`config.mk`:
```
export PLATFORM = sky130hd
export DESIGN_NAME = mcac_cu_seq
export DESIGN_NICKNAME = d
export VERILOG_FILES = /design/src/rtl/mcac_cu_pkg.sv /design/src/rtl/mcac_cu_cnt.sv /design/src/rtl/mcac_cu_seq.sv
export SDC_FILE = /design/constraint.sdc
export NUM_CORES = 1
export LEC_CHECK = 0
export ABC_AREA = 1
export BUFFER_PORTS_ARGS = -buffer_cell sky130_fd_sc_hd__buf_2
export CAP_MARGIN = 20
export CORE_MARGIN = 4
export CORE_UTILIZATION = 30
export CTS_BUF_LIST = sky130_fd_sc_hd__clkbuf_8
export DETAILED_ROUTE_END_ITERATION = 12
export GPL_ROUTABILITY_DRIVEN = 0
export PLACE_DENSITY = 0.56
export SYNTH_ARGS = -nofsm -noshare
export SYNTH_HDL_FRONTEND = slang
export SYNTH_SLANG_ARGS = --single-unit
export TNS_END_PERCENT = 1
```
`constraint.sdc`:
```
create_clock -name clk -period 1.34 [get_ports clk]
set_clock_uncertainty 0.2 [all_clocks]
set_input_delay 0.268 -clock clk [delete_from_list [all_inputs] [get_ports clk]]
set_output_delay 0.268 -clock clk [all_outputs]
set_load 0.02 [all_outputs]
```
`src/rtl/mcac_cu_pkg.sv`:
```
// mcac_cu_pkg: shared types and helpers for the MCAC control unit/sequencer.
// Holds the sequencer state encoding, the default channel/step counts and the
// index-width helper used to size ch_idx and step_idx.
package mcac_cu_pkg;

    localparam int DEF_NUM_CH = 4;
    localparam int DEF_STEPS  = 16;

    typedef enum logic [2:0] {
        ST_IDLE    = 3'd0,
        ST_LOAD    = 3'd1,
        ST_COMPUTE = 3'd2,
        ST_STORE   = 3'd3,
        ST_NEXT    = 3'd4
    } cu_state_e;

    // Width of an index that counts 0..n-1, never narrower than one bit.
    function automatic int cu_width(input int n);
        return (n <= 2) ? 1 : $clog2(n);
    endfunction

endpackage

```
`src/rtl/mcac_cu_cnt.sv`:
```
// mcac_cu_cnt: modulo-N up counter with enable, synchronous clear, parallel
// load and a terminal-count flag. Used for both the step and channel index.
module mcac_cu_cnt #(
    parameter int N = 4,
    parameter int W = 2
) (
    input  logic         clk,
    input  logic         reset,
    input  logic         en,
    input  logic         clr,
    input  logic         load,
    input  logic [W-1:0] load_val,
    output logic [W-1:0] cnt,
    output logic         tc
);

    localparam logic [W-1:0] LAST = W'(N - 1);

    assign tc = (cnt == LAST);

    // Count 0..N-1 with compare-and-clear so non-power-of-two N never yields an illegal index.
    // NOTE: state registers use non-blocking assignments so every flop samples pre-edge values.
    always_ff @(posedge clk or negedge reset) begin
        if (!reset) begin
            cnt <= '0;
        end else if (clr) begin
            cnt <= '0;
        end else if (load) begin
            cnt <= load_val;
        end else if (en) begin
            cnt <= tc ? '0 : cnt + W'(1);
        end
    end

endmodule

```
`src/rtl/mcac_cu_seq.sv`:
```
// mcac_cu_seq: multi-channel control unit/sequencer for the MCAC datapath.
// On each accepted frame sync it walks the channels in order, driving LOAD,
// STEPS cycles of COMPUTE and STORE per channel, then raises frame_done.
// A sync that arrives while a frame is running sets the sticky overrun flag
// and is dropped. Optional build macro MCAC_CU_CHAN_MASK_EN adds chan_mask,
// which skips channels whose mask bit is clear.
module mcac_cu_seq
    import mcac_cu_pkg::*;
#(
    parameter int NUM_CH = DEF_NUM_CH,
    parameter int STEPS  = DEF_STEPS,
    parameter int CH_W   = cu_width(NUM_CH),
    parameter int ST_W   = cu_width(STEPS)
) (
    input  logic              clk,
    input  logic              reset,
    input  logic              scan_in0,
    input  logic              scan_enable,
    input  logic              test_mode,
    output logic              scan_out0,
    input  logic              frame_sync,
    input  logic              dp_ready,
`ifdef MCAC_CU_CHAN_MASK_EN
    input  logic [NUM_CH-1:0] chan_mask,
`endif
    output logic [CH_W-1:0]   ch_idx,
    output logic [ST_W-1:0]   step_idx,
    output logic              load_stb,
    output logic              comp_en,
    output logic              store_stb,
    output logic              busy,
    output logic              frame_done,
    output logic              overrun
);

    cu_state_e       state;
    cu_state_e       next_state;

    logic [CH_W-1:0] ch_cnt;
    logic            ch_tc;
    logic            ch_inc;
    logic            ch_clr;
    logic            ch_load;
    logic [CH_W-1:0] ch_load_val;
    logic            last_ch;

    logic [ST_W-1:0] st_cnt;
    logic            st_tc;

    logic            overrun_q;

    // DFT ports are placeholders until scan insertion; they have no functional effect.
    logic            unused_dft;
    assign unused_dft = scan_in0 ^ scan_enable ^ test_mode;
    assign scan_out0  = 1'b0;

    // Step counter: advances every COMPUTE cycle and wraps to 0 after STEPS-1.
    mcac_cu_cnt #(
        .N (STEPS),
        .W (ST_W)
    ) u_step_cnt (
        .clk      (clk),
        .reset    (reset),
        .en       (state == ST_COMPUTE),
        .clr      (1'b0),
        .load     (1'b0),
        .load_val ('0),
        .cnt      (st_cnt),
        .tc       (st_tc)
    );

    // Channel counter: moves on leaving NEXT, returns to 0 at end of frame.
    mcac_cu_cnt #(
        .N (NUM_CH),
        .W (CH_W)
    ) u_ch_cnt (
        .clk      (clk),
        .reset    (reset),
        .en       (ch_inc),
        .clr      (ch_clr),
        .load     (ch_load),
        .load_val (ch_load_val),
        .cnt      (ch_cnt),
        .tc       (ch_tc)
    );

`ifdef MCAC_CU_CHAN_MASK_EN
    logic [NUM_CH-1:0] mask_q;
    logic              first_found;
    logic [CH_W-1:0]   first_ch;
    logic              nxt_found;
    logic [CH_W-1:0]   nxt_ch;
    logic              unused_ch_tc;

    // The mask scan replaces the counter's own terminal count in this build.
    assign unused_ch_tc = ch_tc;

    // Capture the channel mask on the sync that starts a frame.
    always_ff @(posedge clk or negedge reset) begin
        if (!reset) begin
            mask_q <= '0;
        end else if ((state == ST_IDLE) && frame_sync) begin
            mask_q <= chan_mask;
        end
    end

    // Find the lowest enabled channel (frame start) and the next enabled channel above ch_idx.
    always_comb begin
        first_found = 1'b0;
        first_ch    = '0;
        nxt_found   = 1'b0;
        nxt_ch      = '0;
        for (int i = NUM_CH - 1; i >= 0; i--) begin
            if (chan_mask[i]) begin
                first_found = 1'b1;
                first_ch    = CH_W'(i);
            end
            if (mask_q[i] && (i > int'(ch_cnt))) begin
                nxt_found = 1'b1;
                nxt_ch    = CH_W'(i);
            end
        end
    end

    assign last_ch = !nxt_found;
`else
    assign last_ch = ch_tc;
`endif

    // State register.
    always_ff @(posedge clk or negedge reset) begin
        if (!reset) begin
            state <= ST_IDLE;
        end else begin
            state <= next_state;
        end
    end

    // Next-state and channel-counter control.
    // NOTE: every signal written here gets a default first so no latch is inferred.
    always_comb begin
        next_state  = state;
        ch_inc      = 1'b0;
        ch_clr      = 1'b0;
        ch_load     = 1'b0;
        ch_load_val = '0;
        case (state)
            ST_IDLE: begin
                if (frame_sync) begin
`ifdef MCAC_CU_CHAN_MASK_EN
                    if (first_found) begin
                        next_state  = ST_LOAD;
                        ch_load     = 1'b1;
                        ch_load_val = first_ch;
                    end else begin
                        // Empty mask: a single NEXT cycle closes the frame.
                        next_state = ST_NEXT;
                    end
`else
                    next_state = ST_LOAD;
`endif
                end
            end
            ST_LOAD: begin
                if (dp_ready) begin
                    next_state = ST_COMPUTE;
                end
            end
            ST_COMPUTE: begin
                // dp_ready is deliberately ignored while computing.
                if (st_tc) begin
                    next_state = ST_STORE;
                end
            end
            ST_STORE: begin
                if (dp_ready) begin
                    next_state = ST_NEXT;
                end
            end
            ST_NEXT: begin
                if (last_ch) begin
                    next_state = ST_IDLE;
                    ch_clr     = 1'b1;
                end else begin
                    next_state = ST_LOAD;
`ifdef MCAC_CU_CHAN_MASK_EN
                    ch_load     = 1'b1;
                    ch_load_val = nxt_ch;
`else
                    ch_inc      = 1'b1;
`endif
                end
            end
            default: begin
                next_state = ST_IDLE;
            end
        endcase
    end

    // Sticky overrun: any sync seen outside IDLE is recorded and otherwise dropped.
    always_ff @(posedge clk or negedge reset) begin
        if (!reset) begin
            overrun_q <= 1'b0;
        end else if (frame_sync && (state != ST_IDLE)) begin
            overrun_q <= 1'b1;
        end
    end

    // Outputs decode only flops (state, counters), so dp_ready never reaches a strobe combinationally.
    assign load_stb   = (state == ST_LOAD);
    assign comp_en    = (state == ST_COMPUTE);
    assign store_stb  = (state == ST_STORE);
    assign busy       = (state != ST_IDLE);
    assign frame_done = (state == ST_NEXT) && last_ch;
    assign ch_idx     = ch_cnt;
    assign step_idx   = st_cnt;
    assign overrun    = overrun_q;

endmodule

```
==> run metrics <==
core area 1780 µm²; Hold Path Class input pin to register; share of cells above drive strength 1 0.570; kind of critical path register to primary output; initial antenna violation count 0; via count 587; GRT Residual Overflow 0; Mapped Area 583 µm²; initial core utilization 0.327; status finished with violations; vias in the first global route 579; drt total wl 1380 µm; ys async rst share 1.00; synthesized flop and latch total 10; final worst slack -0.263 ns; mux cell area share after synthesis 0; YS warnings 0; TritonCTS clock tree done; Synth-to-Final Area Change 71.0%; IO Count 20; Inserted Clock Buffers 3; maxcap violations 0; Worst Path Required 0.87 ns; smallest hold slack 0.0486 ns; mean routed wirelength per cell 10.4 µm; Peak supply drop 1360 µV; die area 2710 µm²; die height 52.1 µm; post-synthesis adder-cell area fraction 0.0429; Final nets 117; die width 52.1 µm; startpoint types register; RSZ-0062 raised after global routing yes; Final Hold Fails 0; Final Cycle Share 1.20; H-Tree Depth 1; Clock Pin Slew Worst Setup and Hold Paths 0.05 ns; n_diodes 0; TritonRoute pass-1 iters 1; Seq/Total Area, Yosys 0.429; Post-Synth Simple-Gate Area 0.365; root buffer cell clkbuf_8; placed instance count 122; Max Buffers Root-to-Sink 2; Synth Area in Compound Gates 0.0665; cell count after synthesis 70; first-pass GRT wire length 2380 µm; Post-Syn Nets 79; Pwr per Cell Area 2770 nW/µm²; largest family of logic cells by synthesized area simple AND/OR/NAND/NOR gates; area share of xor/xnor cells in the synthesized design 0.0150; Max Clock Freq 624 MHz; Buffers on Ports 15; Setup-failing EPs final 11; Worst Path Arrival 1.14 ns; Post-synth EDFFs 0; Final min period 1.60 ns; Lkg Pwr 0.488 nW; failing checks setup timing; Setup WS pre-CTS -0.0898 ns; worst-skew pair later-pin latency 0.24 ns; hpwl dp 1010 µm; first-iteration detailed-routing DRC count 0; # DRC 0; Global Route Usage Sum 0.123; # fillers 175; Antenna Nets Post-Route 0; crit path max fanout 5; ys flop type dfrtp_1; syn_area_per_cell 8.33 µm²; Setup crit end kind primary output; pin count of the biggest net entering global routing 11; Final Slew Violations 0; Clock Sinks 10; row count 15; r2r setup slk -0.14 ns; final cell count without fillers 132; Via density 4.45; Cell variety after synth 24
## where the power goes
part / total [mW] / switching [mW] / internal, mW
clock: 0.328 / 0.127 / 0.201
combinational: 1.80 / 0.883 / 0.919
sequential: 0.633 / 0.181 / 0.452
## cell type report
cell class	instances	area, µm²	share of cell area
multi-input combinational	50	322	0.322
timing repair buffer	34	304	0.305
sequential	10	256	0.257
clock buffer	3	41.3	0.0414
tap	25	31.3	0.0314
inverter	9	38.8	0.0389
clock inverter	1	3.75	0.00376
## timing repair
item,CTS,global route
hold buffers,1,0
hold endpoints to repair,10,0
buffers inserted,2,3
resized for setup,30,8
pin swaps,2,4
setup endpoints to repair,13,19
## flip-flops by register name (all words and copies together), names as in the netlist
signal and count:
u_step_cnt.cnt 4, state 3, u_ch_cnt.cnt 2, overrun 1
## cell usage in the layout (no fill, tap or decap), types with 2 or more instances in the layout
cell type,netlist,layout
nand2_4,1,2
buf_2,0,4
inv_2,1,3
nand3_2,1,2
buf_6,0,15
nand4_1,2,2
inv_4,1,2
nand2_1,17,15
dfrtp_1,10,5
nor2_4,2,4
nor2_1,5,3
o21ai_1,2,2
clkbuf_8,0,3
inv_1,7,5
nor2_2,3,3
buf_4,1,14
nand3_1,6,5
dfrtp_2,0,5
## routing by layer
metal  share of wire  GRT usage  vias to the layer above
li1                -          -                      298
met1            0.41      0.126                      271
met2            0.51      0.209                       13
met3           0.056     0.0458                        5
met4           0.026     0.0786                        0
met5               0          0                        -
## cell families (layout without fill, tap and decap cells)
family	after synthesis	after routing
compound gates	6	6
xor+xnor	1	1
fa+ha+maj	2	2
buf+inv	10	47
flops	10	10
other cells	1	1
simple gates	40	40
## Yosys cell counts, types with 2 or more instances
library cell / n / area [µm²]
nand2_1: 17 / 63.8
nor2_4: 2 / 22.5
nor2_2: 3 / 18.8
o21ai_1: 2 / 10.0
ha_1: 2 / 25.0
nand3_1: 6 / 30.0
nor2_1: 5 / 18.8
nand4_1: 2 / 12.5
inv_1: 7 / 26.3
dfrtp_1: 10 / 250
## worst max-delay path, stage by stage (launching register included)
cell and delay [ns]:
dfrtp_2 0.45, inv_4 0.09, nand2_1 0.08, nor2_2 0.15, buf_6 0.13
## final timing paths
path                                 start               to  cells past startpoint
worst max-delay path              state[2]        store_stb                      4
worst min-delay path            frame_sync          overrun                      2
worst max register to register    state[0]  u_ch_cnt.cnt[0]                      7
worst min register to register     overrun          overrun                      1
max in group asynchronous            reset         state[2]                      2
min in group asynchronous            reset         state[1]                      2
## per-stage QoR
| step | util | power [mW] | setup TNS [ns] | area (µm²) |
|---|---|---|---|---|
| after floorplan | - | 1.46 | -0.0233 | 601 |
| after global placement | 0.447 | 2.01 | -0.208 | 797 |
| after detailed placement | 0.447 | 2.03 | -0.289 | 797 |
| after CTS | 0.535 | 2.68 | -1.51 | 955 |
| after global routing | 0.559 | 2.99 | -2.35 | 997 |
| final | 0.559 | 2.76 | -1.63 | 997 |
(Power assumes the default switching activity.)
